[src/rtl/apb_master_mc.sv]
// rtl/apb_master_mc.sv - multi-slave processor-to-APB master bridge with wait-state timeout
module apb_master_mc #(
    parameter int ADDR_W     = 8,
    parameter int DATA_W     = 8,
    parameter int NUM_SLAVES = 2,
    parameter int TIMEOUT    = 16,
    localparam int SEL_W     = (NUM_SLAVES > 1) ? $clog2(NUM_SLAVES) : 1
) (
    input  logic                         clk,
    input  logic                         reset,
    input  logic                         p_start,
    input  logic                         p_write,
    input  logic [ADDR_W-1:0]            p_addr,
    input  logic [DATA_W-1:0]            p_wdata,
    input  logic [SEL_W-1:0]             p_sel,
    output logic [DATA_W-1:0]            p_rdata,
    output logic                         p_stable,
    output logic                         p_error,
    output logic                         p_busy,
    output logic [NUM_SLAVES-1:0]        a_sel,
    output logic                         a_enable,
    output logic                         a_write,
    output logic [ADDR_W-1:0]            a_addr,
    output logic [DATA_W-1:0]            a_wdata,
    input  logic [NUM_SLAVES-1:0]        a_ready,
    input  logic [NUM_SLAVES*DATA_W-1:0] a_rdata,
    input  logic [NUM_SLAVES-1:0]        a_slverr
);

    localparam int CNT_W = (TIMEOUT > 0) ? $clog2(TIMEOUT + 1) : 1;
    localparam logic [CNT_W-1:0] CNT_MAX = CNT_W'(TIMEOUT);

    typedef enum logic [1:0] {S_IDLE, S_SETUP, S_ACCESS, S_DONE} state_t;

    state_t                  state_q, state_d;
    logic [SEL_W-1:0]        sel_q, sel_d;
    logic [CNT_W-1:0]        cnt_q, cnt_d;
    logic [DATA_W-1:0]       p_rdata_q, p_rdata_d;
    logic                    p_stable_q, p_stable_d;
    logic                    p_error_q, p_error_d;
    logic                    p_busy_q, p_busy_d;
    logic [NUM_SLAVES-1:0]   a_sel_q, a_sel_d;
    logic                    a_enable_q, a_enable_d;
    logic                    a_write_q, a_write_d;
    logic [ADDR_W-1:0]       a_addr_q, a_addr_d;
    logic [DATA_W-1:0]       a_wdata_q, a_wdata_d;

    logic                    sel_ready;
    logic                    sel_err;
    logic [DATA_W-1:0]       sel_rdata;
    logic [NUM_SLAVES-1:0]   start_onehot;
    logic                    start_valid;

    // Only the addressed slave's response lines are observed.
    always_comb begin
        sel_ready    = 1'b0;
        sel_err      = 1'b0;
        sel_rdata    = '0;
        start_onehot = '0;
        for (int k = 0; k < NUM_SLAVES; k++) begin
            if (sel_q == SEL_W'(k)) begin
                sel_ready = a_ready[k];
                sel_err   = a_slverr[k];
                sel_rdata = a_rdata[k*DATA_W +: DATA_W];
            end
            start_onehot[k] = (p_sel == SEL_W'(k));
        end
        start_valid = (32'(p_sel) < NUM_SLAVES);
    end

    always_comb begin
        state_d    = state_q;
        sel_d      = sel_q;
        cnt_d      = cnt_q;
        a_write_d  = a_write_q;
        a_addr_d   = a_addr_q;
        a_wdata_d  = a_wdata_q;
        p_rdata_d  = '0;
        p_stable_d = 1'b0;
        p_error_d  = 1'b0;
        p_busy_d   = 1'b0;
        a_sel_d    = '0;
        a_enable_d = 1'b0;
        case (state_q)
            S_IDLE, S_DONE: begin
                state_d = S_IDLE;
                if (p_start) begin
                    sel_d = p_sel;
                    if (start_valid) begin
                        state_d   = S_SETUP;
                        cnt_d     = '0;
                        a_write_d = p_write;
                        a_addr_d  = p_addr;
                        a_wdata_d = p_wdata;
                        a_sel_d   = start_onehot;
                        p_busy_d  = 1'b1;
                    end else begin
                        // Out-of-range index completes with an error and never touches the bus.
                        state_d    = S_DONE;
                        p_stable_d = 1'b1;
                        p_error_d  = 1'b1;
                    end
                end
            end
            S_SETUP: begin
                state_d    = S_ACCESS;
                a_sel_d    = a_sel_q;
                a_enable_d = 1'b1;
                p_busy_d   = 1'b1;
            end
            S_ACCESS: begin
                if (sel_ready) begin
                    state_d    = S_DONE;
                    p_stable_d = 1'b1;
                    p_error_d  = sel_err;
                    p_rdata_d  = a_write_q ? '0 : sel_rdata;
                end else if (TIMEOUT > 0 && cnt_q == CNT_MAX) begin
                    state_d    = S_DONE;
                    p_stable_d = 1'b1;
                    p_error_d  = 1'b1;
                end else begin
                    cnt_d      = cnt_q + CNT_W'(1);
                    a_sel_d    = a_sel_q;
                    a_enable_d = 1'b1;
                    p_busy_d   = 1'b1;
                end
            end
            default: state_d = S_IDLE;
        endcase
    end

    always_ff @(posedge clk or negedge reset) begin
        if (!reset) begin
            state_q    <= S_IDLE;
            sel_q      <= '0;
            cnt_q      <= '0;
            p_rdata_q  <= '0;
            p_stable_q <= 1'b0;
            p_error_q  <= 1'b0;
            p_busy_q   <= 1'b0;
            a_sel_q    <= '0;
            a_enable_q <= 1'b0;
            a_write_q  <= 1'b0;
            a_addr_q   <= '0;
            a_wdata_q  <= '0;
        end else begin
            state_q    <= state_d;
            sel_q      <= sel_d;
            cnt_q      <= cnt_d;
            p_rdata_q  <= p_rdata_d;
            p_stable_q <= p_stable_d;
            p_error_q  <= p_error_d;
            p_busy_q   <= p_busy_d;
            a_sel_q    <= a_sel_d;
            a_enable_q <= a_enable_d;
            a_write_q  <= a_write_d;
            a_addr_q   <= a_addr_d;
            a_wdata_q  <= a_wdata_d;
        end
    end

    assign p_rdata  = p_rdata_q;
    assign p_stable = p_stable_q;
    assign p_error  = p_error_q;
    assign p_busy   = p_busy_q;
    assign a_sel    = a_sel_q;
    assign a_enable = a_enable_q;
    assign a_write  = a_write_q;
    assign a_addr   = a_addr_q;
    assign a_wdata  = a_wdata_q;

endmodule
[config.mk]
export PLATFORM = sky130hd
export DESIGN_NAME = apb_master_mc
export DESIGN_NICKNAME = d
export VERILOG_FILES = /design/src/rtl/apb_master_mc.sv
export SDC_FILE = /design/constraint.sdc
export NUM_CORES = 1
export LEC_CHECK = 0
export CELL_PAD_IN_SITES_DETAIL_PLACEMENT = 1
export CELL_PAD_IN_SITES_GLOBAL_PLACEMENT = 2
export CORE_UTILIZATION = 28
export DETAILED_ROUTE_END_ITERATION = 10
export PLACE_DENSITY = 0.95
export SYNTH_ARGS = -nofsm -noshare
export SYNTH_HDL_FRONTEND = slang
export SYNTH_SLANG_ARGS = --single-unit
[constraint.sdc]
create_clock -name clk -period 2.7 [get_ports clk]
set_clock_uncertainty 0.05 [all_clocks]
set_input_delay 0.27 -clock clk [delete_from_list [all_inputs] [get_ports clk]]
set_output_delay 0.27 -clock clk [all_outputs]
set_load 0.02 [all_outputs]
==> results.toml, run 1 <==
[run_status]
run_status = "finished, final reports clean"

[logic_synthesis]
syn_avg_cell_area_um2 = 12.46
yosys_most_used_dff = "dfrtp_1"
yosys_warnings = 0
mappedNetlistArea_um2 = 1707
synth_seq_area_share_pct = 57.18
synth_cell_types = 23
synthesis.nets = 182
ffs_w_async_s_r_synth_pct = 100.0
yosys_register_bits = 39
synth_edf_count = 0
netlist_instances = 137

[cells_and_area]
final_cell_area_um2 = 2595
final_nets = 259
insertedDiodeCount = 0
layout_commonest_cell = "clkdlybuf4s50_1"
synth_to_final_area_change_pct = 52.05
nFillCells = 660
mostFrequentLayoutCells = "clkdlybuf4s50_1, dfrtp_1, mux2_2"
proportion_of_layout_cells_with_a_drive_suffix_above_1_pct = 14.42
finish.utilization_pct = 44.09

[worst_setup_path]
crit_path_required_time_ps = 2880
critPathKind = "register to register"
cp_data_arrival_time_ps = 2130
cp-end-kind = "register"
crit_fanout = 12
critPathLaunchType = "register"

[die]
design.portCount = 72
die-width_um = 80.07
start_util_pct = 29.00
core_region_area_um2 = 5886
die-height_um = 80.07
rows = 28
fp.dieArea_um2 = 6411

[clock_tree]
post_cts_hold_buffer_count = 0
cts_root_buf = "clkbuf_8"
cts-resized-gates = 0
cts.reportedPaths.clkPinSlew_ps = 80
cts_setup_buffers = 0
clock_sink_count = 39
insertion_delay_ps = 290
cts-root-to-sink-buffers = 2
htree_levels = 2
tritoncts.num_buffers = 5
cts_tree = "yes"

[timing]
setup-tns-final_ps = 0
post-route-worst-setup-slack_ps = 747.8
report.final.hold_viol_count = 0
timing.final.setup_violations = 0
final_count_of_pins_violating_max_slew = 0
finalHoldWorstSlack_ps = 35.15
min_period_over_period_pct = 72.31
slew-limit-headroom_pct = 41.72
tightestPinTransition_ps = 874.2
fmax_ghz = 0.5122
grt_setup_unrepaired = "false"
layout_min_cycle_time_ps = 1952

[detailed_routing]
post_drt_via_cell_ratio = 4.693
route.antenna.remaining_nets = 0
detailed_route_wire_length_um = 4175
drt-pass1-iter-count = 4
post_drt_wl_per_cell_um = 14.40
vias = 1361
route.detailed.drc = 0
drt_first_iter_violations = 24

[placement]
hpwlAfterDp_um = 2969
placed_cell_area_um2 = 2510
dp_worst_setup_slack_ps = 767.0
numPortBuffers = 71
place_congestion = 0.6767

[global_routing]
globalRoute.totalOverflow = 0
via_count_of_the_first_global_routing_pass = 1440
gr_util_all_layers_pct = 14.48
antenna_found_initial = 0
largest_net_degree_at_the_start_of_global_routing = 40
grt_pass1_wl_um = 7044

[power]
worst_ir_drop_vdd_uv = 461.5
cellLeakagePower_uw = 0.001120
power-per-cell-area_nw_per_um2 = 1069

[min_path]
worst_hold_path_class = "input port to asynchronous set/reset pin"

[flow_run]
cap_viol_max_count = 0
[critical path, cell delays in order (launching register included)]
cell	delay [ps]
dfrtp_1	720
mux2_2	480
or4_1	540
nand3_1	100
[cells in the mapped netlist, types with 3 or more instances]
master     n  area [µm²]
dfrtp_1   39       975.9
o211ai_1   5       37.54
o21ai_0    3       15.01
ha_1       4       50.05
mux2_2    19       214.0
nor2_1     9       33.78
buf_2      3       15.01
nand2b_1   3       18.77
inv_1      8       30.03
nand3_1    4       20.02
nand2_1    9       33.78
mux2i_1   13       130.1
a21oi_1    5       25.02
[flip-flops by register name (all words and copies together) (netlist names)]
name      cells
cnt_q         5
p_rdata       8
state_q       2
p_busy        1
a_write       1
a_enable      1
a_addr        8
a_sel         2
sel_q         1
p_stable      1
a_wdata       8
p_error       1
[stage by stage]
stage,power (µW),instances
after CTS,2818,290
after global placement,2359,282
after floorplan,1782,137
after global routing,2964,290
after detailed placement,2406,282
final,2773,290
[final timing paths]
| path | startpoint | endpoint | slack (ps) | cells past startpoint |
|---|---|---|---|---|
| max | sel_q | cnt_q[4] | 750 | 3 |
| min | reset | state_q[1] | 40 | 1 |
| max reg2reg | sel_q | cnt_q[4] | 750 | 3 |
| min reg2reg | a_wdata[5] | a_wdata[5] | 460 | 1 |
| max in group asynchronous | reset | p_rdata[7] | 2010 | 1 |
| min in group clk | a_wdata[5] | a_wdata[5] | 460 | 1 |
[cell families (layout without fill, tap and decap cells)]
kind of cell	after synthesis	count (layout)	synth area share, %
compound gates	16	16	6.012
fa+ha+maj	4	4	2.933
simple gates	34	34	10.85
flops	39	39	57.18
buf+inv	12	90	2.859
mux	32	32	20.16
[area by class of cell]
cell class | instances | area [µm²] | share of cell area (%)
Sequential cell | 39 | 975.9 | 37.61
Clock inverter | 2 | 12.51 | 0.4822
Clock buffer | 6 | 72.57 | 2.797
Inverter | 8 | 30.03 | 1.157
Multi-Input combinational cell | 86 | 681.9 | 26.28
Tap cell | 75 | 93.84 | 3.616
Timing Repair Buffer | 74 | 728.2 | 28.06
[layer usage]
layer	wire [µm]	GRT usage [%]	vias to the layer above
met1	1719	17.94	684
met2	2138	23.68	40
li1	-	-	632
met5	0	0	-
met3	267	5.114	5
met4	49	4.286	0
[power by group]
part	switching (µW)	internal, µW
Clock	215	181
Sequential	158	814
Combinational	676	730
Power figures use the tool's default switching activity.
==> run 2, diff against run 1 <==
CORE_UTILIZATION = 26   (was 28)
PLACE_DENSITY = 0.9   (was 0.95)
clock period = 2 ns   (was 2.7 ns; I/O delays follow)
==> results.toml, run 2 (synthesis gave the netlist of run 1 again) <==
[die]
fp.dieArea_um2 = 6892
start_util_pct = 26.88
rows = 29
die-width_um = 83.02
core_region_area_um2 = 6350
die-height_um = 83.02
design.portCount = 72

[cells_and_area]
proportion_of_layout_cells_with_a_drive_suffix_above_1_pct = 16.36
insertedDiodeCount = 0
final_nets = 264
mostFrequentLayoutCells = "clkdlybuf4s50_1, dfrtp_1, mux2_2"
nFillCells = 691
layout_commonest_cell = "clkdlybuf4s50_1"
final_cell_area_um2 = 2689
synth_to_final_area_change_pct = 57.55

[timing]
min_period_over_period_pct = 88.14
setup-tns-final_ps = 0
grt_setup_unrepaired = "false"
layout_min_cycle_time_ps = 1763
timing.final.setup_violations = 0
tightestPinTransition_ps = 512.1
slew-limit-headroom_pct = 65.86
fmax_ghz = 0.5673
final_count_of_pins_violating_max_slew = 0
report.final.hold_viol_count = 0
finalHoldWorstSlack_ps = 446.9
post-route-worst-setup-slack_ps = 237.2

[run_status]
run_status = "finished, final reports clean"

[global_routing]
globalRoute.totalOverflow = 0
gr_util_all_layers_pct = 12.96
via_count_of_the_first_global_routing_pass = 1472
antenna_found_initial = 0
grt_pass1_wl_um = 7107
largest_net_degree_at_the_start_of_global_routing = 40

[power]
worst_ir_drop_vdd_uv = 751.2
cellLeakagePower_uw = 0.001165
power-per-cell-area_nw_per_um2 = 1505

[detailed_routing]
vias = 1340
route.met2.wl_um = 2042
highest_signal_layer_in_the_routed_design = "met4"
drt_first_iter_violations = 23
detailed_route_wire_length_um = 4042
post_drt_via_cell_ratio = 4.512
post_drt_wl_per_cell_um = 13.61
m1WireLength_um = 1671
route.detailed.drc = 0
met3_wire_length_um = 281
route.antenna.remaining_nets = 0
drt-pass1-iter-count = 4

[clock_tree]
tritoncts.num_buffers = 5
cts_tree = "yes"
htree_levels = 2
clock_sink_count = 39
cts_root_buf = "clkbuf_8"
cts.reportedPaths.clkPinSlew_ps = 70
insertion_delay_ps = 290
cts-root-to-sink-buffers = 2

[placement]
hpwlAfterDp_um = 3071
place_congestion = 0.7624
placed_cell_area_um2 = 2542
dp_worst_setup_slack_ps = 147.4
numPortBuffers = 71

[worst_setup_path]
cp-end-kind = "register"
cp_data_arrival_time_ps = 1940
critPathLaunchType = "register"
crit_path_required_time_ps = 2180
crit_fanout = 7
critPathKind = "register to register"

[min_path]
worst_hold_path_class = "input port to asynchronous set/reset pin"

[flow_run]
cap_viol_max_count = 0
==> run 2: final timing paths <==
check,startpoint,to,slack (ps),cells after the start
setup / recovery,state_q[0],cnt_q[3],240,5
hold / removal,reset,cnt_q[0],450,3
setup reg to reg,state_q[0],cnt_q[3],240,5
hold reg to reg,a_wdata[1],a_wdata[1],460,1
max in group asynchronous,reset,state_q[0],1090,3
min in group clk,a_wdata[1],a_wdata[1],460,1
==> run 2: what timing repair did <==
| action | 4_1_cts | 5_1_grt |
|---|---|---|
| setup endpoints to repair | 0 | 2 |
| endpoints found under the hold margin | 39 | 0 |
| hold buffers | 1 | 0 |
| setup buffers | 0 | 0 |
| resized for setup | 0 | 1 |
==> run 2: report_power, final <==
group / internal [µW] / switching (µW)
Sequential: 1100 / 182
Combinational: 1040 / 946
Clock: 499 / 278
==> run 2: through the flow <==
step / util, % / instances / power (µW)
3_3_place_gp: 40.04 / 288 / 3255
4_1_cts: 42.29 / 297 / 4099
3_5_place_dp: 40.04 / 288 / 3301
5_1_grt: 42.34 / 297 / 4336
6_report: 42.34 / 297 / 4047
2_1_floorplan: - / 137 / 2405
==> run 2: layout make-up <==
class | count | area (µm²) | share of cell area [%]
Multi-Input combinational cell | 86 | 685.7 | 25.50
Inverter | 8 | 30.03 | 1.117
Tap cell | 77 | 96.34 | 3.583
Timing Repair Buffer | 79 | 768.2 | 28.57
Clock buffer | 6 | 72.57 | 2.699
Sequential cell | 39 | 975.9 | 36.30
Clock inverter | 2 | 60.06 | 2.234
==> run 2: routing by layer <==
layer	vias up	track usage [%]
met4	0	3.292
met5	-	0
li1	645	-
met3	6	5.169
met1	648	14.76
met2	41	22.58
==> run 2: critical path, stage by stage (launching register included) <==
cell     delay (ps)
dfrtp_1         350
inv_1            60
ha_1            380
mux2i_2         240
or4_1           530
nand3_1          90
